**config.mk**
```make
export PLATFORM = sky130hd
export DESIGN_NAME = turn_controller
export DESIGN_NICKNAME = d
export VERILOG_FILES = /design/src/rtl/turn_controller.sv
export SDC_FILE = /design/constraint.sdc
export NUM_CORES = 1
export LEC_CHECK = 0
export ABC_AREA = 1
export BUFFER_PORTS_ARGS = -buffer_cell sky130_fd_sc_hd__buf_2
export CORE_MARGIN = 5
export CORE_UTILIZATION = 57
export DETAILED_ROUTE_END_ITERATION = 10
export GPL_ROUTABILITY_DRIVEN = 0
export PLACE_DENSITY = 0.83
export RECOVER_POWER = 100
export SETUP_SLACK_MARGIN = 0.2
export SLEW_MARGIN = 0
export SYNTH_ARGS = -nofsm -noshare
export SYNTH_HDL_FRONTEND = slang
export SYNTH_SLANG_ARGS = --single-unit
```
**constraint.sdc**
```tcl
create_clock -name clk -period 2.15 [get_ports clk]
set_clock_uncertainty 0.2 [all_clocks]
set_input_delay 0.215 -clock clk [delete_from_list [all_inputs] [get_ports clk]]
set_output_delay 0.215 -clock clk [all_outputs]
set_load 0.05 [all_outputs]
```
**src/rtl/turn_controller.sv**
```systemverilog
// turn_controller: tic-tac-toe turn sequencer with a shadow board for win/draw detection.
// Optional feature macro: TURN_TIMEOUT_EN (per-turn idle timeout with forfeit).
`default_nettype none

`ifndef CELL_X
`define CELL_X 2'd1
`endif
`ifndef CELL_O
`define CELL_O 2'd2
`endif
`ifndef INDEX_T
`define INDEX_T logic [3:0]
`endif
`ifndef STATE_T
`define STATE_T logic [1:0]
`endif
`ifndef FLAG_T
`define FLAG_T logic
`endif

module turn_controller #(
   parameter int FIRST_O        = 0,
   parameter int TIMEOUT_CYCLES = 255
) (
   input  logic        clk,
   input  logic        reset,
   input  logic        new_game,
   input  logic        x_valid,
   input  `INDEX_T     x_loc,
   input  logic        o_valid,
   input  `INDEX_T     o_loc,
   output logic        x_ack,
   output logic        o_ack,
   output logic        x_nack,
   output logic        o_nack,
   output `INDEX_T     update_loc,
   output `STATE_T     update_val,
   output `FLAG_T      submit,
   output `FLAG_T      board_reset,
   output logic        turn,
   output logic        game_over,
   output `STATE_T     winner,
   output logic [3:0]  move_count,
   output logic        timeout
);

   if (TIMEOUT_CYCLES < 1 || TIMEOUT_CYCLES > 255) begin : g_bad_timeout
      $error("TIMEOUT_CYCLES must be in 1..255");
   end

   typedef enum logic [1:0] {
      S_IDLE  = 2'd0,
      S_ISSUE = 2'd1,
      S_CHECK = 2'd2,
      S_DONE  = 2'd3
   } state_t;

   state_t            state;
   logic [8:0][1:0]   cells;

   logic              cur_valid;
   logic [3:0]        cur_loc;
   logic [1:0]        mover;
   logic              cell_free;
   logic              legal;
   logic [8:0]        mine;
   logic              win;

   always_comb begin
      cur_valid = turn ? o_valid : x_valid;
      cur_loc   = turn ? o_loc : x_loc;
      mover     = turn ? `CELL_O : `CELL_X;
      cell_free = 1'b0;
      if (cur_loc <= 4'd8) begin
         cell_free = (cells[cur_loc] == 2'd0);
      end
      legal = cur_valid && cell_free;
      for (int i = 0; i < 9; i++) begin
         mine[i] = (cells[i] == mover);
      end
      win = (&mine[2:0]) || (&mine[5:3]) || (&mine[8:6]) ||
            (mine[0] && mine[3] && mine[6]) ||
            (mine[1] && mine[4] && mine[7]) ||
            (mine[2] && mine[5] && mine[8]) ||
            (mine[0] && mine[4] && mine[8]) ||
            (mine[2] && mine[4] && mine[6]);
   end

`ifdef TURN_TIMEOUT_EN
   localparam logic [7:0] TO_LAST = 8'(TIMEOUT_CYCLES - 1);
   logic [7:0] idle_cnt;
`endif

   always_ff @(posedge clk or negedge reset) begin
      if (!reset) begin
         state       <= S_IDLE;
         cells       <= '0;
         turn        <= (FIRST_O != 0);
         move_count  <= 4'd0;
         game_over   <= 1'b0;
         winner      <= 2'd0;
         x_ack       <= 1'b0;
         o_ack       <= 1'b0;
         x_nack      <= 1'b0;
         o_nack      <= 1'b0;
         update_loc  <= '0;
         update_val  <= '0;
         submit      <= 1'b0;
         board_reset <= 1'b0;
         timeout     <= 1'b0;
`ifdef TURN_TIMEOUT_EN
         idle_cnt    <= 8'd0;
`endif
      end else begin
         x_ack       <= 1'b0;
         o_ack       <= 1'b0;
         x_nack      <= 1'b0;
         o_nack      <= 1'b0;
         submit      <= 1'b0;
         board_reset <= 1'b0;
         timeout     <= 1'b0;
         if (new_game) begin
            // Same-cycle requests are dropped silently; a move in flight is aborted.
            board_reset <= 1'b1;
            cells       <= '0;
            turn        <= (FIRST_O != 0);
            move_count  <= 4'd0;
            game_over   <= 1'b0;
            winner      <= 2'd0;
            state       <= S_IDLE;
`ifdef TURN_TIMEOUT_EN
            idle_cnt    <= 8'd0;
`endif
         end else begin
            // Anything other than the current player's request in IDLE is refused outright.
            if (x_valid && !(state == S_IDLE && !turn)) x_nack <= 1'b1;
            if (o_valid && !(state == S_IDLE && turn))  o_nack <= 1'b1;
            case (state)
               S_IDLE: begin
                  if (legal) begin
                     if (turn) o_ack <= 1'b1;
                     else      x_ack <= 1'b1;
                     update_loc     <= cur_loc;
                     update_val     <= mover;
                     submit         <= 1'b1;
                     cells[cur_loc] <= mover;
                     state          <= S_ISSUE;
`ifdef TURN_TIMEOUT_EN
                     idle_cnt       <= 8'd0;
`endif
                  end else begin
                     if (cur_valid) begin
                        if (turn) o_nack <= 1'b1;
                        else      x_nack <= 1'b1;
                     end
`ifdef TURN_TIMEOUT_EN
                     if (idle_cnt == TO_LAST) begin
                        timeout  <= 1'b1;
                        turn     <= ~turn;
                        idle_cnt <= 8'd0;
                     end else begin
                        idle_cnt <= idle_cnt + 8'd1;
                     end
`endif
                  end
               end
               S_ISSUE: begin
                  move_count <= move_count + 4'd1;
                  state      <= S_CHECK;
               end
               S_CHECK: begin
                  if (win) begin
                     winner    <= mover;
                     game_over <= 1'b1;
                     state     <= S_DONE;
                  end else if (move_count == 4'd9) begin
                     winner    <= 2'd0;
                     game_over <= 1'b1;
                     state     <= S_DONE;
                  end else begin
                     turn  <= ~turn;
                     state <= S_IDLE;
`ifdef TURN_TIMEOUT_EN
                     idle_cnt <= 8'd0;
`endif
                  end
               end
               S_DONE: begin
               end
               default: state <= S_IDLE;
            endcase
         end
      end
   end

endmodule

`default_nettype wire

```
==> run summary <==
post-synthesis area per instance: 7.22 um^2
post-route insts no fill: 444
total number of vias: 2323
CP top delay family: simple AND/OR/NAND/NOR gates
Die Area: 5640 um^2
fin nets: 411
PwrDens: 941 nW/um^2
Std-Cell Rows: 23
CTS tree: yes
Worst Path Buf+Inv: 2
CP max stage cell: dfrtp_2
Net Count, Synth: 353
area growth from synthesis to layout: 27.3%
most frequent cells in the layout: 104 x nand2_1, 39 x dfrtp_1, 38 x nor2_1, 32 x buf_2, 30 x inv_1
Horiz. Die Dim: 75.1 um
minimum period implied by the final worst setup slack: 2130 ps
final slew viol count: 0
crit end category: flip-flop
CP max stage delay: 450 ps
max-capacitance violation count: 0
CTS sink cnt: 40
arrival time at the worst endpoint: 2170 ps
startpoint types: flip-flop
Cell Area, Synth: 2420 um^2
Critical Path RT: 2190 ps
Finished Cell Area: 3080 um^2
crit-path max FO: 12
CTS clk-pin slew, worst paths: 80 ps
sequential-to-total area share from yosys stat: 0.414
vias in the first global route: 2173
CP dominant cell by count: nand2_1
die span in y: 75.1 um
IO Pins: 34
post-route ant nets: 0
gr usage total: 0.225
Vias/cell: 5.23
DP HPWL: 4.10 mm
status: completed
Placed Area: 2730 um^2
initial core utilization: 0.596
placed insts: 422
clk root buf: clkbuf_8
most common cell after layout, fill and taps aside: nand2_1
GR Overflow Total: 0
CORE AREA: 4060 um^2
share of layout cells above drive strength 1: 0.287
Slew HR: 0.525
Port Buffers: 32
Clock Tree Buf Depth: 2
setup_tns: 0 ps
Tightest Pin Transition: 712 ps
htree depth: 2
DR pass1 iterations: 5
Max Clk Rate: 0.470 GHz
count of state elements after synthesis: 40
Post-Synthesis Cells: 335
initial antenna violation count: 0
Yosys warning count: 0
worst vdd ir: 0.000463 V
Initial DRC Count: 226
crit path cell chain: clkinv_4 -> nand2_2 -> nand2_2 -> nand3b_1 -> nand2_1 -> o21ai_2 -> nand3_4 -> buf_12 -> nand2_1 -> nand2_1 -> nor2_1 -> nand2_1 -> nand2_1
final core occ: 0.758
WL final: 6.16 mm
Antenna diodes: 0
global-route wire length before repair: 9.67 mm
Tcrit/Tclk final: 0.990
Inserted Clock Buffers: 5
Setup CP Type: flip-flop to flip-flop
power after layout: 2.89 mW
Hold Fails Final Rpt: 0
Hold Crit Class: primary input to flip-flop
final setup violation count: 0
largest net degree at the start of global routing: 34
Cell variety after synth: 32
Lkg Pwr: 1.58 nW
Clk Latency, worst-skew pair: 290 ps
residual DRC count: 0
RSZ-0062 raised after global routing: true
Routed wire per std cell: 13.9 um
-- synthesized netlist by cell type --
cell	number	area share
buf_2	2	0.0041
nor2_2	2	0.0052
nand3b_1	2	0.0062
o31ai_1	1	0.0031
nor4_1	1	0.0026
buf_6	2	0.0093
nor2_8	1	0.0083
a21boi_0	1	0.0031
o22ai_1	1	0.0026
nand3_4	1	0.0072
buf_8	1	0.0062
o21ai_2	3	0.011
conb_1	1	0.0016
o21ai_0	17	0.035
nand4_1	1	0.0026
nand3_1	16	0.033
nand2_2	5	0.013
inv_2	2	0.0031
nor2_1	43	0.067
clkinv_1	1	0.0016
nand2_1	112	0.17
ha_1	5	0.026
buf_4	3	0.0093
a21oi_2	4	0.014
o21ai_1	17	0.035
nor2_4	2	0.0093
a21oi_1	8	0.017
inv_1	33	0.051
nand2_4	4	0.019
or2_2	1	0.0026
clkbuf_1	2	0.0031
dfrtp_1	40	0.41
-- where the power goes --
part | switching, mW | internal (mW) | leakage, nW
registers | 0.0748 | 0.856 | 0.532
logic | 0.880 | 0.409 | 0.986
clock network | 0.264 | 0.410 | 0.0645
total | 1.22 | 1.67 | 1.58
-- area by class of cell --
class                           count  area (um^2)
Clock inverter                      1         30.0
Tap cell                           50         62.6
Clock buffer                        7         96.3
Fill cell                         268          981
Timing Repair Buffer               61          432
Inverter                           36          140
Sequential cell                    40         1000
Multi-Input combinational cell    249         1310
-- routing by layer --
metal	vias to the layer above	part of all wire	GRT usage
li1	1166	-	-
met1	1069	0.42	0.286
met2	74	0.49	0.369
met3	14	0.060	0.0441
met4	0	0.028	0.101
met5	-	0	0
-- cells by family after synthesis --
kind of cell / count (synthesis) / synth area share
AO/OA/AOI/OAI: 52 / 0.121
flip-flops: 40 / 0.414
AND/OR/NAND/NOR: 191 / 0.349
adder cells (fa/ha/maj): 5 / 0.0259
other: 1 / 0.00155
buffers and inverters: 46 / 0.0880
-- worst register-to-register path: stages (launching register included) --
cell      delay (ps)
dfrtp_2          450
clkinv_4         130
nand2_2          120
nand2_2          110
nand3b_1         100
nand2_1           70
o21ai_2          200
nand3_4          140
buf_12           170
nand2_1          100
nand2_1           80
nor2_1            90
nand2_1           60
nand2_1           50
-- final timing paths --
check / from / slack (ps) / depth (start not counted) / to
max: turn / 20 / 13 / state[0]
min: x_loc[2] / 180 / 4 / update_loc[2]
max reg2reg: turn / 20 / 13 / state[0]
min reg2reg: update_val[0] / 300 / 2 / update_val[0]
max in group asynchronous: reset / 850 / 3 / cells[1]
min in group asynchronous: reset / 300 / 2 / update_val[0]
-- what timing repair did --
item / CTS / global route
gates resized for setup: 13 / 23
endpoints found under the hold margin: 36 / 0
pin swaps: 4 / 4
setup buffers: 8 / 2
gates cloned: 0 / 0
setup endpoints to repair: 34 / 35
hold buffers: 4 / 0
-- metrics by stage --
| step | worst slack [ps] | hold WS (ps) |
|---|---|---|
| 6_report | 21.3 | 182 |
| 4_1_cts | 102 | 158 |
| 3_3_place_gp | 94.2 | 103 |
| 5_1_grt | -131 | 205 |
| 3_5_place_dp | 51.1 | 113 |
| 2_1_floorplan | 80.7 | -281 |
-- state kept, by name (all words and copies together) (netlist names) --
| register | flops |
|---|---|
| board_reset | 1 |
| update_loc | 4 |
| state | 2 |
| turn | 1 |
| o_ack | 1 |
| x_nack | 1 |
| move_count | 4 |
| winner | 2 |
| update_val | 2 |
| x_ack | 1 |
| cells | 18 |
| game_over | 1 |
| submit | 1 |
| o_nack | 1 |
Note: power is estimated with default switching activity, not from simulation.
